===== src/rtl/deconv_pkg.sv =====
// Shared sizing and state encoding for the deconv engine readout path.
// Map geometry is fixed here so the engine and readout agree on address layout.
package deconv_pkg;
   localparam int N          = 2;
   localparam int K          = 3;
   localparam int PIXEL_BITS = 8;
   localparam int OUT_DIM    = N * K;
   localparam int ADDR_W     = $clog2(OUT_DIM * OUT_DIM);
   localparam int COORD_W    = $clog2(OUT_DIM);
   localparam int SHIFT_W    = $clog2(PIXEL_BITS);

   localparam logic [COORD_W-1:0] COORD_LAST = COORD_W'(OUT_DIM - 1);

   localparam logic [1:0] ST_IDLE  = 2'd0;
   localparam logic [1:0] ST_FETCH = 2'd1;
   localparam logic [1:0] ST_SEND  = 2'd2;
   localparam logic [1:0] ST_DONE  = 2'd3;

   typedef enum logic [1:0] {
      IDLE  = ST_IDLE,
      FETCH = ST_FETCH,
      SEND  = ST_SEND,
      DONE  = ST_DONE
   } stream_state_t;
endpackage


===== src/rtl/raster_counter.sv =====
// Raster-order row/col walker over an OUT_DIM x OUT_DIM map.
// Keeps the linear address alongside the coordinates so no multiplier is needed.
module raster_counter
   import deconv_pkg::*;
(
   input  logic               clk,
   input  logic               rst,
   input  logic               clear,
   input  logic               advance,
   output logic [COORD_W-1:0] row,
   output logic [COORD_W-1:0] col,
   output logic [ADDR_W-1:0]  addr,
   output logic               last
);

   always_ff @(posedge clk) begin
      if (rst || clear) begin
         row  <= '0;
         col  <= '0;
         addr <= '0;
      end else if (advance) begin
         addr <= addr + 1'b1;
         if (col == COORD_LAST) begin
            col <= '0;
            row <= (row == COORD_LAST) ? '0 : row + 1'b1;
         end else begin
            col <= col + 1'b1;
         end
      end
   end

   assign last = (row == COORD_LAST) && (col == COORD_LAST);

endmodule


===== src/rtl/deconv_result_streamer.sv =====
// Reads the deconv result RAM in raster order after engine done and streams
// each shifted pixel with row/col tags on a valid/ready interface.
//
//   state | meaning
//   IDLE  | waiting for start (engine done)
//   FETCH | rd_addr settled; capture rd_data into the output register
//   SEND  | word presented; hold until m_ready
//   DONE  | last word accepted; frame_done pulses next cycle
module deconv_result_streamer
   import deconv_pkg::*;
(
   input  logic                  clk,
   input  logic                  rst,
   input  logic                  start,
   input  logic [SHIFT_W-1:0]    shift,
   output logic [ADDR_W-1:0]     rd_addr,
   input  logic [PIXEL_BITS-1:0] rd_data,
   output logic                  m_valid,
   input  logic                  m_ready,
   output logic [PIXEL_BITS-1:0] m_data,
   output logic [COORD_W-1:0]    m_row,
   output logic [COORD_W-1:0]    m_col,
   output logic                  m_last,
   output logic                  busy,
   output logic                  frame_done,
   output logic                  overrun
);

   stream_state_t state_q, state_d;
   logic [SHIFT_W-1:0] shift_q;
   logic               clear, advance, load;
   logic [COORD_W-1:0] row, col;
   logic               last;

   raster_counter u_raster (
      .clk     (clk),
      .rst     (rst),
      .clear   (clear),
      .advance (advance),
      .row     (row),
      .col     (col),
      .addr    (rd_addr),
      .last    (last)
   );

   always_comb begin
      state_d = state_q;
      clear   = 1'b0;
      advance = 1'b0;
      load    = 1'b0;
      case (state_q)
         IDLE: begin
            if (start) begin
               clear   = 1'b1;
               state_d = FETCH;
            end
         end
         FETCH: begin
            load    = 1'b1;
            state_d = SEND;
         end
         SEND: begin
            if (m_valid && m_ready) begin
               advance = !m_last;
               state_d = m_last ? DONE : FETCH;
            end
         end
         DONE:    state_d = IDLE;
         default: state_d = IDLE;
      endcase
   end

   always_ff @(posedge clk) begin
      if (rst) begin
         state_q    <= IDLE;
         shift_q    <= '0;
         m_valid    <= 1'b0;
         m_data     <= '0;
         m_row      <= '0;
         m_col      <= '0;
         m_last     <= 1'b0;
         frame_done <= 1'b0;
         overrun    <= 1'b0;
      end else begin
         state_q    <= state_d;
         frame_done <= (state_q == DONE);
         overrun    <= start && (state_q != IDLE);
         if (clear) shift_q <= shift;
         if (load) begin
            m_data  <= rd_data >> shift_q;
            m_row   <= row;
            m_col   <= col;
            m_last  <= last;
            m_valid <= 1'b1;
         end else if (state_q == SEND && m_ready) begin
            m_valid <= 1'b0;
            m_last  <= 1'b0;
         end
      end
   end

   assign busy = (state_q != IDLE);

endmodule

===== config.mk =====
export PLATFORM = sky130hd
export DESIGN_NAME = deconv_result_streamer
export DESIGN_NICKNAME = d
export VERILOG_FILES = /design/src/rtl/deconv_pkg.sv /design/src/rtl/raster_counter.sv /design/src/rtl/deconv_result_streamer.sv
export SDC_FILE = /design/constraint.sdc
export NUM_CORES = 1
export LEC_CHECK = 0
export CAP_MARGIN = 15
export CORE_ASPECT_RATIO = 1.5
export CORE_UTILIZATION = 50
export DETAILED_ROUTE_END_ITERATION = 10
export PLACE_DENSITY = 0.82
export SLEW_MARGIN = 20
export SYNTH_ARGS = -nofsm -noshare
export SYNTH_HDL_FRONTEND = slang
export SYNTH_SLANG_ARGS = --single-unit

===== constraint.sdc =====
create_clock -name clk -period 2.06 [get_ports clk]
set_input_delay 0.206 -clock clk [delete_from_list [all_inputs] [get_ports clk]]
set_output_delay 0.206 -clock clk [all_outputs]
set_load 0.005 [all_outputs]

==> results of run 1 <==
==> worst min-delay path, stage by stage (launching register included) <==
cell and delay, ns:
dfxtp_1 0.31, nand2_1 0.05, a21oi_1 0.05
==> placed cells by master (no fill, tap or decap), types with 2 or more instances in the layout <==
| cell type | n |
|---|---|
| a21oi_1 | 16 |
| nor2b_1 | 3 |
| nand2b_1 | 5 |
| inv_1 | 2 |
| xor2_1 | 3 |
| or2_2 | 2 |
| nor3_1 | 3 |
| a22oi_1 | 2 |
| or3_1 | 3 |
| nor2_1 | 24 |
| nand3_1 | 5 |
| dfxtp_1 | 35 |
| xnor2_1 | 4 |
| nand3b_1 | 3 |
| a31oi_1 | 4 |
| buf_4 | 4 |
| nand2_1 | 24 |
| and3b_1 | 2 |
| mux2i_1 | 12 |
| a211oi_1 | 3 |
| clkdlybuf4s50_1 | 39 |
| clkbuf_8 | 6 |
| nand4_1 | 3 |
==> cell type report <==
type | instances | area (sq um)
fillers | 215 | 856
well taps | 39 | 48.8
clock buffers | 6 | 82.6
inverters | 3 | 11.3
clock inverters | 2 | 35.0
multi-input cells | 134 | 818
repair buffers | 43 | 420
flip-flops and latches | 35 | 701
==> cells by family (layout without fill, tap and decap cells) <==
family / Yosys count / count (layout)
buffers and inverters: 13 / 54
and+or+nand+nor: 84 / 84
muxes: 13 / 13
AOI/OAI and AO/OA: 29 / 29
DFF: 35 / 35
adders and majority gates: 1 / 1
xor gates and xnor gates: 7 / 7
==> worst paths after layout <==
path | from | to | slack (ns) | depth (start not counted)
worst max-delay path | state_q[1] | busy | 0.37 | 2
worst max register to register | shift_q[1] | m_data[0] | 0.42 | 3
worst min-delay path | m_data[7] | m_data[7] | 0.46 | 2
worst min register to register | m_data[7] | m_data[7] | 0.46 | 2
==> metrics by stage <==
stage          setup WS [ns]  hold slack, ns
5_1_grt                0.307           0.481
3_5_place_dp           0.285           0.446
2_1_floorplan          0.745           0.279
3_3_place_gp           0.353           0.443
4_1_cts                0.368           0.459
6_report               0.373           0.460
==> power groups by stage <==
stage          logic, mW  registers [mW]  clock network (mW)
6_report           0.204           0.729               0.634
5_1_grt            0.222           0.733               0.674
4_1_cts            0.205           0.729               0.647
3_5_place_dp       0.202           0.744                   0
2_1_floorplan      0.126           0.729                   0
3_3_place_gp       0.196           0.742                   0
==> metal layers <==
metal  routed length [um]  up-vias  part of all wire  global-route usage
met1                 1390      669              0.38               0.236
li1                     -      710                 -                   -
met4                  101        0             0.028               0.117
met5                    0        -                 0                   0
met3                  142       11             0.039              0.0561
met2                 2040       41              0.56               0.434
==> sequential cells by signal, indices dropped and copies added, names as in the netlist <==
signal and cells:
m_data 8, u_raster.addr 6, m_col 3, m_row 3, shift_q 3, u_raster.col 3
u_raster.row 3, state_q 2, frame_done 1, m_last 1, m_valid 1, overrun 1
==> metrics.cfg, run 1 <==
[sta]
finalCritPeriodShare = 0.819
fin_crit_ns = 1.69
tns_ns = 0
rsz0062_at_grt = false
finalHoldViolCount = 0
worst_pin_slew_ns = 0.492
setup_viol = 0
fin_skew_ns = 0.00501
slew_headroom = 0.672
drv_slew = 0
max_freq_mhz = 593

[drt]
post-route-drc-count = 0
routed_wirelength_um = 3670
drtPass1Iterations = 5
via_per_inst = 5.46
wl_per_cell_um = 14.0
dr_total_vias = 1431
drt_iter0_drc = 31
antenna_left = 0

[clock_network]
numCtsBuffers = 5
clock-sinks = 35
post_cts_buffers = 0
hold_buffers = 0
clock_latency_ns = 0.29
htree_levels = 2
cts_max_path_buffers = 2
cts_resized = 0
clk_pin_slew_ns = 0.07
cts_root_buf = clkbuf_8
cts_tree = yes

[worst_hold_path]
hp-class = reg -> reg

[cells_and_area]
fin_cells = 262
layout-drive-gt1-share = 0.0807
antenna_cells = 0
post-route-util = 0.712
final_nets = 238
final_cell_area_sq_mm = 0.00212
syn_to_final_growth_pct = 33.9

[grt]
grt.total_usage = 0.241
first_global_vias = 1403
grt-ovfl-total = 0
grt_pass1_wl_um = 5810
grt_start_max_net_pins = 19
antenna_found_initial = 0

[synth]
synth_edf_count = 0
synth_common_cells = 35 x dfxtp_1, 24 x nand2_1, 24 x nor2_1, 16 x a21oi_1, 12 x mux2i_1
ys_top_cells_by_area = dfxtp_1 44%, mux2i_1 7.6%, nand2_1 5.7%
synthesis.nets = 198
async_flop_share = 0
yosysMostFrequentCell = dfxtp_1
synthSimpleGateAreaFrac = 0.268
yosysSeqAreaShare = 0.443
yosys.area.top_type_share = 0.443
syn_avg_cell_area_sq_um = 8.69
yosys.area.top_type = dfxtp_1
synth_mux_area_frac = 0.0902
synth_top_family_by_area = simple AND/OR/NAND/NOR gates
synth_fa_ha_area_frac = 0.00791
ys_warn_count = 0
synth_xor_area_frac = 0.0388
ys_seq_elements = 35
synthCells = 182
synth_compound_area_frac = 0.112
syn_area_sq_mm = 0.00158
yosys_most_used_dff = dfxtp_1
synth_cell_types = 37

[power]
combPwrFrac = 0.130
sw_frac_of_total = 0.234
irDropWorstVdd_mv = 0.567
power_density_mw_per_mm2 = 740
leakagePower_nw = 0.740
power_frac_seq = 0.465
p_sw_mw = 0.367
internal_power_mw = 1.20
clkPwrFrac = 0.405
total_power_mw = 1.57

[floorplan]
initial_core_util = 0.532
fp.dieH_um = 70.9
placement_rows = 24
die_x_um = 47.9
die_area_sq_mm = 0.00340
core-area_sq_mm = 0.00297
design.portCount = 40

[worst_setup_path]
crit_path_end_kind = output port
cp.buffers_inverters = 1
cp.arrival_ns = 1.48
cp-start-kind = register
max_stage_delay_ns = 0.52
worstPathMaxFanout = 11
worstPathCellList = or2_2 > clkdlybuf4s50_1
cp.required_ns = 1.85
critical_path_class = reg -> out
crit_slowest_cell = dfxtp_1
crit_family = flip-flops

[placement]
place_area_sq_mm = 0.00200
io_buffers = 39
dpl.hpwl_um = 2710
finalWeightedCongestion = 0.854
placed_cells = 254

[run_status]
status = complete, no violations

[flow_run]
max_cap_violations = 0

Note: power is estimated with default switching activity, not from simulation.
==> run 2: changes to the inputs <==
--- a/config.mk
+++ b/config.mk
@@ -7,9 +7,9 @@
 export LEC_CHECK = 0
 export CAP_MARGIN = 15
 export CORE_ASPECT_RATIO = 1.5
-export CORE_UTILIZATION = 50
+export CORE_UTILIZATION = 48
 export DETAILED_ROUTE_END_ITERATION = 10
-export PLACE_DENSITY = 0.82
+export PLACE_DENSITY = 0.79
 export SLEW_MARGIN = 20
 export SYNTH_ARGS = -nofsm -noshare
 export SYNTH_HDL_FRONTEND = slang
==> constraint.sdc (replaced) <==
create_clock -name clk -period 1.65 [get_ports clk]
set_input_delay 0.165 -clock clk [delete_from_list [all_inputs] [get_ports clk]]
set_output_delay 0.165 -clock clk [all_outputs]
set_load 0.005 [all_outputs]
==> run 2 against run 1 <==
Effect of this change: clock-buffer cell count is 1 lower; combinational power rose by 32%; clock skew grew 0.0051 ns; final area up 3.3%; setup slack got worse by 0.24 ns; total power up 34%; critical path type unchanged; largest cell class unchanged.
==> metrics.cfg, run 2 (same netlist as run 1, synthesis figures left out) <==
[run_status]
status = complete, no violations

[cells_and_area]
layout-drive-gt1-share = 0.114
syn_to_final_growth_pct = 38.2
antenna_cells = 0
multiInputGateArea_sq_um = 818
fillCellCount = 261
layout_common_cells = 38 x clkdlybuf4s50_1, 33 x dfxtp_1, 24 x nand2_1, 24 x nor2_1, 16 x a21oi_1
layout_commonest_cell = clkdlybuf4s50_1
largest_reg_flops = 8
final_cell_area_sq_mm = 0.00219
post-route-util = 0.692
reg.largest.list = m_data (8), u_raster.addr (6)
fin_cells = 269
regMostFlops = m_data
register_area_sq_um = 706
final_nets = 244

[worst_setup_path]
worstPathMaxFanout = 7
critical_path_class = reg -> out
cp.required_ns = 1.48
cp-start-kind = register
cp.arrival_ns = 1.35
crit_path_end_kind = output port

[grt]
grt_start_max_net_pins = 22
grt.total_usage = 0.226
antenna_found_initial = 0
grt-ovfl-total = 0
first_global_vias = 1457
grt_pass1_wl_um = 6130

[drt]
routed.top_layer = met4
wl_per_cell_um = 13.6
via_per_inst = 5.40
routed_wirelength_um = 3650
dr_total_vias = 1452
drtPass1Iterations = 4
post-route-drc-count = 0
met1_length_um = 1380
met2_length_um = 2040
drt_iter0_drc = 40
dr_wl_met3_um = 150
antenna_left = 0

[clock_network]
clock_latency_ns = 0.30
numCtsBuffers = 5
cts_tree = yes
hold_buffers = 0
cts_max_path_buffers = 2
clk_pin_slew_ns = 0.07
cts_root_buf = clkbuf_8
htree_levels = 2
clock-sinks = 35

[flow_run]
max_cap_violations = 0

[placement]
dpl.hpwl_um = 2670
io_buffers = 39
placed_cells = 261
finalWeightedCongestion = 0.841
dp_slack_ns = 0.00585
place_area_sq_mm = 0.00205

[sta]
slew_headroom = 0.691
finalCritPeriodShare = 0.918
rsz0062_at_grt = false
holdWs_ns = 0.461
worst_pin_slew_ns = 0.463
worst_slack_ns = 0.135
tns_ns = 0
max_freq_mhz = 660
fin_crit_ns = 1.51
fin_skew_ns = 0.0101
finalHoldViolCount = 0
setup_viol = 0
drv_slew = 0

[floorplan]
core-area_sq_mm = 0.00316
placement_rows = 25
initial_core_util = 0.501
fp.dieH_um = 72.3
design.portCount = 40
die_x_um = 48.9
die_area_sq_mm = 0.00353

[power]
irDropWorstVdd_mv = 0.716
leakagePower_nw = 0.776
power_density_mw_per_mm2 = 962
total_power_mw = 2.10

[worst_hold_path]
hp-class = reg -> reg

## run 2: cell count changes in the layout (fill, tap and decap cells not counted)
cell,delta
bufinv_16,+1
dlygate4sd2_1,+1
dfxtp_4,+1
clkinvlp_4,+1
clkbuf_8,-1
dfxtp_2,+1
clkinv_2,-1
clkdlybuf4s50_1,-1
buf_4,+6
dfxtp_1,-2
## run 2: worst paths after layout
path | cells past startpoint | from | endpoint | slack [ns]
worst max-delay path | 3 | state_q[1] | busy | 0.14
worst min-delay path | 2 | m_row[0] | m_row[0] | 0.46
worst max register to register | 4 | m_valid | u_raster.col[2] | 0.24
worst min register to register | 2 | m_row[0] | m_row[0] | 0.46
## run 2: critical path, cell delays in order, from the launching register on
cell and delay, ns:
dfxtp_4 0.37, buf_4 0.15, or2_2 0.28, dlygate4sd2_1 0.26
## run 2: timing repair
item,4_1_cts,5_1_grt
setup buffers,0,0
endpoints found under the setup margin,1,1
resized for setup,3,1
## run 2: area by class of cell
class	count	share of cell area
clock inverters	3	0.0309
flip-flops and latches	35	0.323
multi-input cells	134	0.374
clock buffers	5	0.0315
repair buffers	49	0.212
inverters	3	0.00515
well taps	40	0.0229
## run 2: where the power goes
| group | internal, mW | switching [mW] |
|---|---|---|
| sequential | 0.872 | 0.0351 |
| clock | 0.602 | 0.324 |
| combinational | 0.149 | 0.120 |
## run 2: per-layer routing
| layer | vias up | track usage |
|---|---|---|
| met4 | 0 | 0.131 |
| met2 | 43 | 0.417 |
| met3 | 8 | 0.0524 |
| met1 | 684 | 0.231 |
| met5 | - | 0 |
| li1 | 717 | - |
==> run 3: changes to the inputs <==
--- a/config.mk
+++ b/config.mk
@@ -7,9 +7,10 @@
 export LEC_CHECK = 0
 export CAP_MARGIN = 15
 export CORE_ASPECT_RATIO = 1.5
-export CORE_UTILIZATION = 48
+export CORE_UTILIZATION = 50
 export DETAILED_ROUTE_END_ITERATION = 10
-export PLACE_DENSITY = 0.79
+export PLACE_DENSITY = 0.82
+export SKIP_CTS_REPAIR_TIMING = 1
 export SLEW_MARGIN = 20
 export SYNTH_ARGS = -nofsm -noshare
 export SYNTH_HDL_FRONTEND = slang
==> constraint.sdc (replaced) <==
create_clock -name clk -period 1.85 [get_ports clk]
set_input_delay 0.185 -clock clk [delete_from_list [all_inputs] [get_ports clk]]
set_output_delay 0.185 -clock clk [all_outputs]
set_load 0.005 [all_outputs]
==> run 3 against run 2 <==
Effect of this change: die area shrank 3.9%; setup slack lost 0.0038 ns; wire length grew 3.4%; sequential share of layout area grew 1.1 points.
==> metrics.cfg, run 3 (same netlist as run 1, synthesis figures left out) <==
[run_status]
status = complete, no violations

[sta]
worst_slack_ns = 0.131
worst_pin_slew_ns = 0.510
max_freq_mhz = 582
tns_ns = 0
finalCritPeriodShare = 0.929
drv_slew = 0
fin_crit_ns = 1.72
finalHoldViolCount = 0
rsz0062_at_grt = false
fin_skew_ns = 0.00574
slew_headroom = 0.660
holdWs_ns = 0.455
setup_viol = 0

[grt]
grt_start_max_net_pins = 19
antenna_found_initial = 0
grt-ovfl-total = 0
grt_pass1_wl_um = 6310
first_global_vias = 1440
grt.total_usage = 0.261

[floorplan]
core-area_sq_mm = 0.00297
placement_rows = 24
die_x_um = 47.9
fp.dieH_um = 70.9
die_area_sq_mm = 0.00340
design.portCount = 40
initial_core_util = 0.532

[clock_network]
cts_tree = yes
clock_latency_ns = 0.29
cts_max_path_buffers = 2
clock-sinks = 35
htree_levels = 2
clk_pin_slew_ns = 0.07
cts_root_buf = clkbuf_8
numCtsBuffers = 5

[placement]
io_buffers = 39
finalWeightedCongestion = 0.891
placed_cells = 256
dpl.hpwl_um = 2700
dp_slack_ns = 0.149

[worst_setup_path]
worstPathCellList = mux2i_1 > mux4_2 > a211oi_2
r2r_slack_ns = 0.13
r2r-end = m_data[0]
crit_slowest_cell = dfxtp_1
critical_path_class = reg -> reg
worstPathMaxFanout = 11
max_stage_delay_ns = 0.64
reg2reg_depth = 3
cp.arrival_ns = 1.93
r2r_start = shift_q[1]
crit_path_end_kind = register
cp.required_ns = 2.06
cp-start-kind = register

[flow_run]
max_cap_violations = 0

[worst_hold_path]
min_to = m_data[1]
holdPathStages = 2
min-delay-start = m_data[1]
hp-class = reg -> reg

[drt]
routed_wirelength_um = 3780
antenna_left = 0
post-route-drc-count = 0
dr_total_vias = 1462
via_per_inst = 5.54
wl_per_cell_um = 14.3
drtPass1Iterations = 4
drt_iter0_drc = 34

[cells_and_area]
reg.largest.list = m_data (8), u_raster.addr (6)
layout_common_cells = 39 x clkdlybuf4s50_1, 35 x dfxtp_1, 24 x nand2_1, 24 x nor2_1, 16 x a21oi_1
final_nets = 240
antenna_cells = 0
regMostFlops = m_data
fin_cells = 264
layout_commonest_cell = clkdlybuf4s50_1
syn_to_final_growth_pct = 32.5
largest_reg_flops = 8
layout-drive-gt1-share = 0.0800
fillCellCount = 227

[power]
irDropWorstVdd_mv = 0.487
power_density_mw_per_mm2 = 753
leakagePower_nw = 0.729

## run 3: changes by cell type in the layout (fill, tap and decap cells not counted), sizes merged
cell / previous run / this run
clkbuf: 5 / 7
dlygate4sd2: 1 / 0
bufinv: 2 / 0
buf: 10 / 6
clkinvlp: 1 / 0
clkinv: 0 / 1
clkdlybuf4s50: 38 / 39
## run 3: layout make-up
type	instances	area (sq um)	area share
Inverter	3	11.3	0.00537
Sequential cell	35	701	0.334
Multi-Input combinational cell	134	818	0.390
Clock buffer	7	76.3	0.0364
Timing Repair Buffer	45	435	0.208
Tap cell	39	48.8	0.0233
Clock inverter	1	5.00	0.00239
## run 3: per-layer routing
| layer | GRT usage | share of wire |
|---|---|---|
| met5 | 0 | 0 |
| met2 | 0.437 | 0.53 |
| met1 | 0.271 | 0.37 |
| met3 | 0.0765 | 0.053 |
| met4 | 0.148 | 0.041 |
## run 3: worst max-delay path, delay by kind of cell, from the launching register on
kind               cells  cell delay [ns]
muxes                  2             0.79
AOI/OAI and AO/OA      1             0.21
DFF                    1             0.64
## run 3: metrics by stage
stage	total power [mW]	util	instance area, sq um
after global routing	1.65	0.705	2100
after floorplan	0.951	-	1580
final	1.58	0.705	2100
after detailed placement	1.06	0.678	2010
after CTS	1.58	0.705	2100
after global placement	1.05	0.678	2010
## run 3: where the power goes
group	internal, mW	switching, mW
registers	0.778	0.0345
clock network	0.264	0.265
logic	0.127	0.109
total	1.17	0.408
## run 3: worst max-delay path by stage
stage / startpoint / to / slack (ns) / cells past startpoint
5_1_grt: shift_q[1] / m_data[0] / 0.09 / 3
4_1_cts: shift_q[1] / m_data[0] / 0.18 / 3
3_3_place_gp: m_ready / u_raster.col[2] / 0.24 / 5
3_5_place_dp: m_ready / u_raster.col[2] / 0.15 / 5
2_1_floorplan: shift_q[1] / m_data[0] / 0.54 / 4
6_report: shift_q[1] / m_data[0] / 0.13 / 3
